**src/rtl/fdiv_pipe.sv**
```systemverilog
// fdiv_pipe: pipelined IEEE-754 single-precision divide y = x1 / x2 (reciprocal via finv, then multiply).
// Latency 3 cycles, one result per cycle; bubbles flow through, subnormals read as zero.
// Backpressure: stall = valid_out & ~ready_out freezes all stages, ready_in = ~stall.
// Optional FDIV_STICKY_FLAGS_EN adds clr_flags / sticky_ovf / sticky_udf.

// finv: combinational reciprocal r = 1/x of a normal single; the mantissa is rounded to nearest.
// Latency 0; no handshake.
// Results whose exponent would drop to 0 or below are flushed to signed zero.
module finv (
  input  logic [31:0] x,
  output logic [31:0] r
);
  // 2^48 / m gives 25 significant quotient bits; the lowest one rounds the 24-bit result.
  localparam logic [48:0] RECIP_NUM = 49'h1_0000_0000_0000;

  logic              pow2;
  logic [24:0]       qf;
  logic [22:0]       q;
  logic signed [9:0] ee;

  assign pow2 = (x[22:0] == 23'd0);
  assign qf   = 25'(RECIP_NUM / {25'd0, 1'b1, x[22:0]});
  assign q    = 23'((qf + 25'd1) >> 1);
  // An exact power of two keeps mantissa 1.0; any other mantissa lands in (0.5,1) and loses one exponent.
  assign ee   = (pow2 ? 10'sd254 : 10'sd253) - $signed({2'b00, x[30:23]});

  // Pack the reciprocal, flushing to zero when the exponent runs out of range.
  always_comb begin
    r = {x[31], 31'd0};
    if (ee > 10'sd0) begin
      r = {x[31], ee[7:0], (pow2 ? 23'd0 : q)};
    end
  end
endmodule

module fdiv_pipe #(
  parameter int LAT_STAGES = 3
) (
  input  logic        clk,
  input  logic        rst,
  input  logic [31:0] x1,
  input  logic [31:0] x2,
  input  logic        valid_in,
  output logic        ready_in,
  output logic [31:0] y,
  output logic        valid_out,
  input  logic        ready_out,
  output logic        overflow,
  output logic        underflow
`ifdef FDIV_STICKY_FLAGS_EN
  ,
  input  logic        clr_flags,
  output logic        sticky_ovf,
  output logic        sticky_udf
`endif
);
  logic [LAT_STAGES-1:0] stg_vld;
  logic                  stall;

  logic [31:0] r;
  logic        s1_s, s1_z, s1_dz;
  logic [7:0]  s1_e1, s1_er;
  logic [23:0] s1_m1, s1_mr;

  logic              s2_s, s2_z, s2_dz;
  logic [47:0]       s2_p;
  logic signed [9:0] s2_esum;

  logic [22:0]       mant, mant_rnd;
  logic              guard, sticky, rnd_up, carry;
  logic signed [9:0] e_adj, e_fin;
  logic [31:0]       y_nxt;
  logic              ovf_nxt, udf_nxt;

  assign valid_out = stg_vld[LAT_STAGES-1];
  assign stall     = valid_out & ~ready_out;
  assign ready_in  = ~stall;

  finv u_finv (
    .x (x2),
    .r (r)
  );

  // Stage valids shift together; a stall freezes them, bubbles enter when no input transfers.
  always_ff @(posedge clk) begin
    if (rst) begin
      stg_vld <= '0;
    end else if (!stall) begin
      stg_vld <= {stg_vld[LAT_STAGES-2:0], valid_in & ready_in};
    end
  end

  // S1: capture dividend fields and the reciprocal of the divisor.
  always_ff @(posedge clk) begin
    if (!stall) begin
      s1_s  <= x1[31] ^ r[31];
      s1_e1 <= x1[30:23];
      s1_m1 <= {1'b1, x1[22:0]};
      s1_er <= r[30:23];
      s1_mr <= {1'b1, r[22:0]};
      s1_z  <= (x1[30:23] == 8'd0);
      s1_dz <= (x2[30:23] == 8'd0);
    end
  end

  // S2: full mantissa product and the unnormalised biased exponent.
  always_ff @(posedge clk) begin
    if (!stall) begin
      s2_s    <= s1_s;
      s2_z    <= s1_z;
      s2_dz   <= s1_dz;
      s2_p    <= s1_m1 * s1_mr;
      s2_esum <= $signed({2'b00, s1_e1}) + $signed({2'b00, s1_er}) - 10'sd127;
    end
  end

  // S3 combinational: normalise, round to nearest-even, then apply the special-case priority.
  always_comb begin
    mant   = s2_p[45:23];
    guard  = s2_p[22];
    sticky = |s2_p[21:0];
    e_adj  = s2_esum;
    if (s2_p[47]) begin
      mant   = s2_p[46:24];
      guard  = s2_p[23];
      sticky = |s2_p[22:0];
      e_adj  = s2_esum + 10'sd1;
    end
    rnd_up            = guard & (sticky | mant[0]);
    {carry, mant_rnd} = {1'b0, mant} + {23'd0, rnd_up};
    e_fin             = carry ? (e_adj + 10'sd1) : e_adj;

    y_nxt   = {s2_s, e_fin[7:0], mant_rnd};
    ovf_nxt = 1'b0;
    udf_nxt = 1'b0;
    if (s2_dz) begin
      y_nxt   = {s2_s, 8'hFF, 23'd0};
      ovf_nxt = 1'b1;
    end else if (s2_z) begin
      y_nxt = {s2_s, 31'd0};
    end else if (e_fin >= 10'sd255) begin
      y_nxt   = {s2_s, 8'hFF, 23'd0};
      ovf_nxt = 1'b1;
    end else if (e_fin <= 10'sd0) begin
      y_nxt   = {s2_s, 31'd0};
      udf_nxt = 1'b1;
    end
  end

  // S3 output register: result and flags held together while stalled.
  always_ff @(posedge clk) begin
    if (rst) begin
      y         <= 32'd0;
      overflow  <= 1'b0;
      underflow <= 1'b0;
    end else if (!stall) begin
      y         <= y_nxt;
      overflow  <= ovf_nxt;
      underflow <= udf_nxt;
    end
  end

`ifdef FDIV_STICKY_FLAGS_EN
  logic out_xfer;
  assign out_xfer = valid_out & ready_out;

  // Sticky flags: set by a flagged output transfer, cleared by clr_flags; set wins over clear.
  always_ff @(posedge clk) begin
    if (rst) begin
      sticky_ovf <= 1'b0;
      sticky_udf <= 1'b0;
    end else begin
      if (out_xfer && overflow) begin
        sticky_ovf <= 1'b1;
      end else if (clr_flags) begin
        sticky_ovf <= 1'b0;
      end
      if (out_xfer && underflow) begin
        sticky_udf <= 1'b1;
      end else if (clr_flags) begin
        sticky_udf <= 1'b0;
      end
    end
  end
`endif
endmodule
```
**config.mk**
```make
export PLATFORM = sky130hd
export DESIGN_NAME = fdiv_pipe
export DESIGN_NICKNAME = d
export VERILOG_FILES = /design/src/rtl/fdiv_pipe.sv
export SDC_FILE = /design/constraint.sdc
export NUM_CORES = 2
export LEC_CHECK = 0
export ABC_CLOCK_PERIOD_IN_PS = 153600
export CAP_MARGIN = 20
export CORE_ASPECT_RATIO = 0.8
export CORE_MARGIN = 3
export CORE_UTILIZATION = 55
export CTS_BUF_LIST = sky130_fd_sc_hd__clkbuf_8
export CTS_CLUSTER_DIAMETER = 100
export DETAILED_ROUTE_END_ITERATION = 10
export GPL_TIMING_DRIVEN = 0
export PLACE_DENSITY = 0.77
export SYNTH_ARGS = -nofsm -noshare
export SYNTH_HDL_FRONTEND = slang
export SYNTH_SLANG_ARGS = --single-unit
```
**constraint.sdc**
```tcl
create_clock -name clk -period 153.6 [get_ports clk]
set_input_delay 15.36 -clock clk [delete_from_list [all_inputs] [get_ports clk]]
set_output_delay 15.36 -clock clk [all_outputs]
set_load 0.05 [all_outputs]
```
After elaboration in Yosys (flattened, before gate mapping)

Index checks and enable logic that the tools add are counted.

Add/sub/neg operators: 7
$mul: 1
Div/mod/pow operators: 1
$lt $le $gt $ge: 3
Muxes and demuxes: 17
Bitwise gates (word level): 8
Reduce and logical (&&, ||, !) cells: 6

Operators with widths:

| kind                   | number |
|---|---|
| $mux 31                | 4 |
| $div 49x24->49 const A | 1 |
| $mul 24x24->48         | 1 |
| $add 23x1->24          | 1 |
| $add 24x1->24 const B  | 1 |
| $logic_not 23->1       | 1 |
| $mux 23                | 1 |
| $reduce_or 23->1       | 1 |
| $reduce_or 22->1       | 1 |
| $add 10x2->10 const B  | 2 |
| $mux 10                | 2 |
| $logic_not 8->1        | 2 |
| $ge 10x9->1 const B    | 1 |
| $gt 10x1->1 const B    | 1 |
| $le 10x1->1 const B    | 1 |
| $sub 10x9->10          | 1 |
| $sub 9x7->10 const B   | 1 |
| $add 8x8->9            | 1 |
| $mux 1                 | 9 |
| $and 1x1->1            | 3 |
| $not 1->1              | 3 |
| $mux 2                 | 1 |
| $reduce_or 2->1        | 1 |
| $or 1x1->1             | 1 |
| $xor 1x1->1            | 1 |

Flip-flop bits (word level): 163
Bits of input ports: 68
Output and inout bits: 36
Word-level logic and storage cells: 59

Longest topological paths before layout

Word-level depth: 11
Gate-level depth with buffers: 751
Mapped depth without buffers: 665

Cells and area by module

A second synthesis with hierarchy kept.

Cells, all modules: 9,796
Area total of the unflattened synthesis: 72,778.6 um^2

Modules (own cells, without submodules):

| module    | times used | cells each | area an instance (um^2) | seq. area each (um^2) |
|---|---|---|---|---|
| finv      | 1          | 7,157      | 46,988.8                | 0.0 |
| fdiv_pipe | 1          | 2,639      | 25,789.7                | 4,524.3 |

Worst setup path before layout

OpenSTA, ideal clock, no wires.

Path type: input to register
Start: in x2[0]
End: reg s1_mr[17] (data pin)
Library setup time: 266 ps
Arrival: 141,950 ps
Required time: 153,334 ps
Path slack: 11,384 ps
Stages on the path: 738
Path buffers: 90
Path through: buf_2 -> inv_2 -> clkbuf_1 -> clkbuf_1 -> clkbuf_1 -> ha_1 -> inv_1 -> nand2_1 -> clkbuf_1 -> inv_1 -> ha_1 -> o21a_1 -> a2111o_1 -> nand4_1 -> a31oi_2 -> a21oi_1 -> buf_2 -> o31ai_1 -> [702 not listed] -> nor2b_1 -> o21ai_0 -> nand2b_1 -> a21oi_1 -> o21ai_0 -> a221oi_1 -> o21ai_0 -> a21o_1 -> a21oi_1 -> o21ai_0 -> a221oi_1 -> o2111ai_1 -> buf_2 -> ha_1 -> nand4_1 -> nor4_1 -> xnor2_1 -> nor2_1

Word-level cells in the longest chain between the ends: 6
Elaborated cells on any way between the ends: 8
Classes of those cells: add/sub: 2; div: 1; order compare: 1; mux: 1; bitwise: 1; reduce/logical: 2

Ends and longest elaborated chain:

| item                                                                   | line | source |
|---|---|---|
| start, declared                                                        | 42   | `input logic [31:0] x2,` |
| parallel branches: the longest is 6 deep, another holds $div 49x24->49 | n/a  |  |
| end signal, assigned                                                   | 100  | `s1_mr <= {1'b1, r[22:0]};` |
| end, declared                                                          | 63   | `logic [23:0] s1_m1, s1_mr;` |

Parallel ways; which one is timed is not known.
A chain may end at the register's enable or synchronous reset.

Worst setup path in the final report

Same ends and word-level chain as after synthesis.

==> flow_summary.ini <==
[clock_tree]
clkLatencyLatePin_ns = 0.53
cts_max_level = 4
clk_pin_slew_ns = 0.10
cts.sinks = 163
cts_tree = yes
cts.path.max_buffers = 2
numCtsBuffers = 17
cts_hold_buf = 0
clockRootBuffer = clkbuf_8

[global_routing]
grt_pass1_vias = 65966
grt_antenna_before_repair = 1
grt_use_total_pct = 33.3
grt-ovfl-total = 0
grt_pass1_wl_um = 351000
grt_max_degree = 100

[worst_setup_path]
required_ns = 153.86
crit_type = primary input to flip-flop
crit_path_frequent_cell = a21o_1
crit_fanout = 19
rrSetupSlack_ns = 141.00
startpoint_type = primary input
r2r-start = s1_mr[5]
startpoint = x2[0]
worstReg2RegEnd = s2_p[47]
crit_arrival_ns = 145.31
cp-end-kind = flip-flop
cp_top_family = compound AO/OA/AOI/OAI gates
slowest_stage = or4_1
crit_buf_inv = 90
reg2reg_depth = 55
critPathMaxStageDelay_ns = 0.54

[yosys]
synth_edf_count = 126
ys_top_cells_by_area = fa_1, ha_1, edfxtp_1
syn_inst = 9188
synth_top_area_cell = fa_1
synth.cell_area_um2 = 68200
seq_area_frac_synth_pct = 6.64
synth.avg_cell_area_um2 = 7.42
yosys_warnings = 0
ys_seq_elements = 163
synth-main-ff-cell = edfxtp_1
ys_async_sr_fraction_pct = 0
ys_types = 139
netlist.area_leader.share_pct = 14.2

[floorplanning]
core-area_um2 = 122000
start_util_pct = 55.9
die_y_um = 321
die_w_um = 400
top_level_ports = 104
fp.dieArea_um2 = 128000
rows = 114

[drt]
drtIter0Drc = 7475
wl_per_cell_um = 20.1
dr_total_vias = 70429
drc = 0
drt-total-wl_um = 221000
ant_nets = 0
dr.pass1.iters = 6
via_per_inst = 6.38

[sta]
fin_ws_ns = 8.56
hold_slack_ns = 0.434
period_minus_slack_ns = 145.04
hold_viol_final = 0
relSlewSlack_pct = 23.5
worst_slew_pin_slew_ns = 1.12
fin_tns_setup_ns = 0
min_period_over_period_pct = 94.4
setup_viol = 0
drv_slew = 0
finClkSkew_ns = 0.0306
fmax_mhz = 6.89

[cells_and_area]
fin_area_um2 = 73900
final_cell_mix = nand2_1, inv_1, ha_1, nor2_1, a21oi_1
fillers = 11128
drive_above_1_share_pct = 6.66
areaGrowthSynthToFinish_pct = 8.34
final_common_cell = nand2_1
nets = 10704

[placed_design]
dpl_worst_slack_ns = -21.73
dp_hpwl_um = 182000
place_congestion = 1.01
postPlaceCellArea_um2 = 71600
portBuffers = 101

[job]
maxCapViolCount = 0

[worst_hold_path]
hold-path-cell-count = 0
min_to = s2_dz
hold_path.class = flip-flop to flip-flop
worstHoldStart = s1_dz

[outcome]
status = completed
[cell type report]
cell class | instances | area [um2] | area share [%]
multi-input combinational | 7856 | 59900 | 81.1
sequential | 163 | 4520 | 6.12
inverter | 844 | 3190 | 4.32
timing repair buffer | 202 | 2060 | 2.79
tap | 1624 | 2030 | 2.75
buffer | 321 | 1710 | 2.31
clock buffer | 18 | 248 | 0.335
clock inverter | 13 | 169 | 0.229
timing repair inverter | 1 | 5.00 | 0.00678
antenna | 1 | 2.50 | 0.00339
[worst register-to-register path: cells and delay by family, from the launching register on]
kind                       cells  cell delay [ns]
AOI/OAI and AO/OA             39             7.30
xor gates and xnor gates       1             0.10
DFF                            1             0.64
adders and majority gates      8             3.17
and+or+nand+nor                1             0.18
buffers and inverters          6             0.98
[worst max-delay path by stage]
stage                endpoint  slack [ns]  cells past startpoint
finish              s1_mr[17]        8.56                    723
global route        s1_mr[17]       -0.37                    731
CTS                 s1_mr[17]        0.02                    734
detailed placement  s1_mr[17]      -21.73                    732
global placement    s1_mr[17]      -19.42                    730
floorplan           s1_mr[17]       11.38                    738
[layer usage]
layer	up-vias	wire length (um)	global-route usage (%)
met2	3278	91300	49.2
met4	2	4940	7.13
met5	-	13	0
met3	303	23200	5.86
met1	33823	102000	50.2
li1	33023	-	-
[stage by stage]
step / std cells / utilization [%]
global placement: 10923 / 58.4
finish: 11043 / 60.6
detailed placement: 10937 / 58.7
CTS: 10989 / 59.7
global route: 11042 / 60.6
floorplan: 9198 / -
[kinds of logic (layout without fill, tap and decap cells)]
logic type      count (synthesis)  after routing  share of synthesized area, %
compound gates               2610           2610                          25.1
xor+xnor                      562            562                          7.28
fa+ha+maj                    1231           1231                          27.9
buf+inv                      1179           1399                          6.65
flops                         163            163                          6.64
mux                           127            127                          1.96
other cells                     1             12                       0.00550
simple gates                 3315           3315                          24.4
[cell usage after synthesis (all sizes together), types with 65 or more instances]
library cell  number
a211oi            77
a21boi            78
a21o             312
a21oi            728
a31oi             80
and2             343
and3              76
buf               97
clkbuf           238
edfxtp           126
fa               484
ha               746
inv              843
mux2i             73
nand2            944
nand2b           233
nand3            217
nand4            133
nor2             739
nor2b             74
nor3             184
nor4              93
o211ai            65
o21a              87
o21ai            545
o21bai            83
o31ai            176
or3               65
xnor2            392
xor2             170
[state kept, by name, indices dropped and copies added (netlist names), 3 cells and up]
register and count:
s1_er 8, s2_esum 10, s1_m1 23, y 32, stg_vld 3, s2_p 48, s1_mr 23, s1_e1 8
[repair_timing]
action                                  in CTS  in global routing
cloned                                       1                  1
endpoints found under the setup margin      23                 23
gates resized for setup                    204                286
setup buffers                               25                 61
pin swaps                                   23                 46
Power is not shown: default switching activity piles up to over one toggle a cycle in this logic, so the estimate is an artifact.
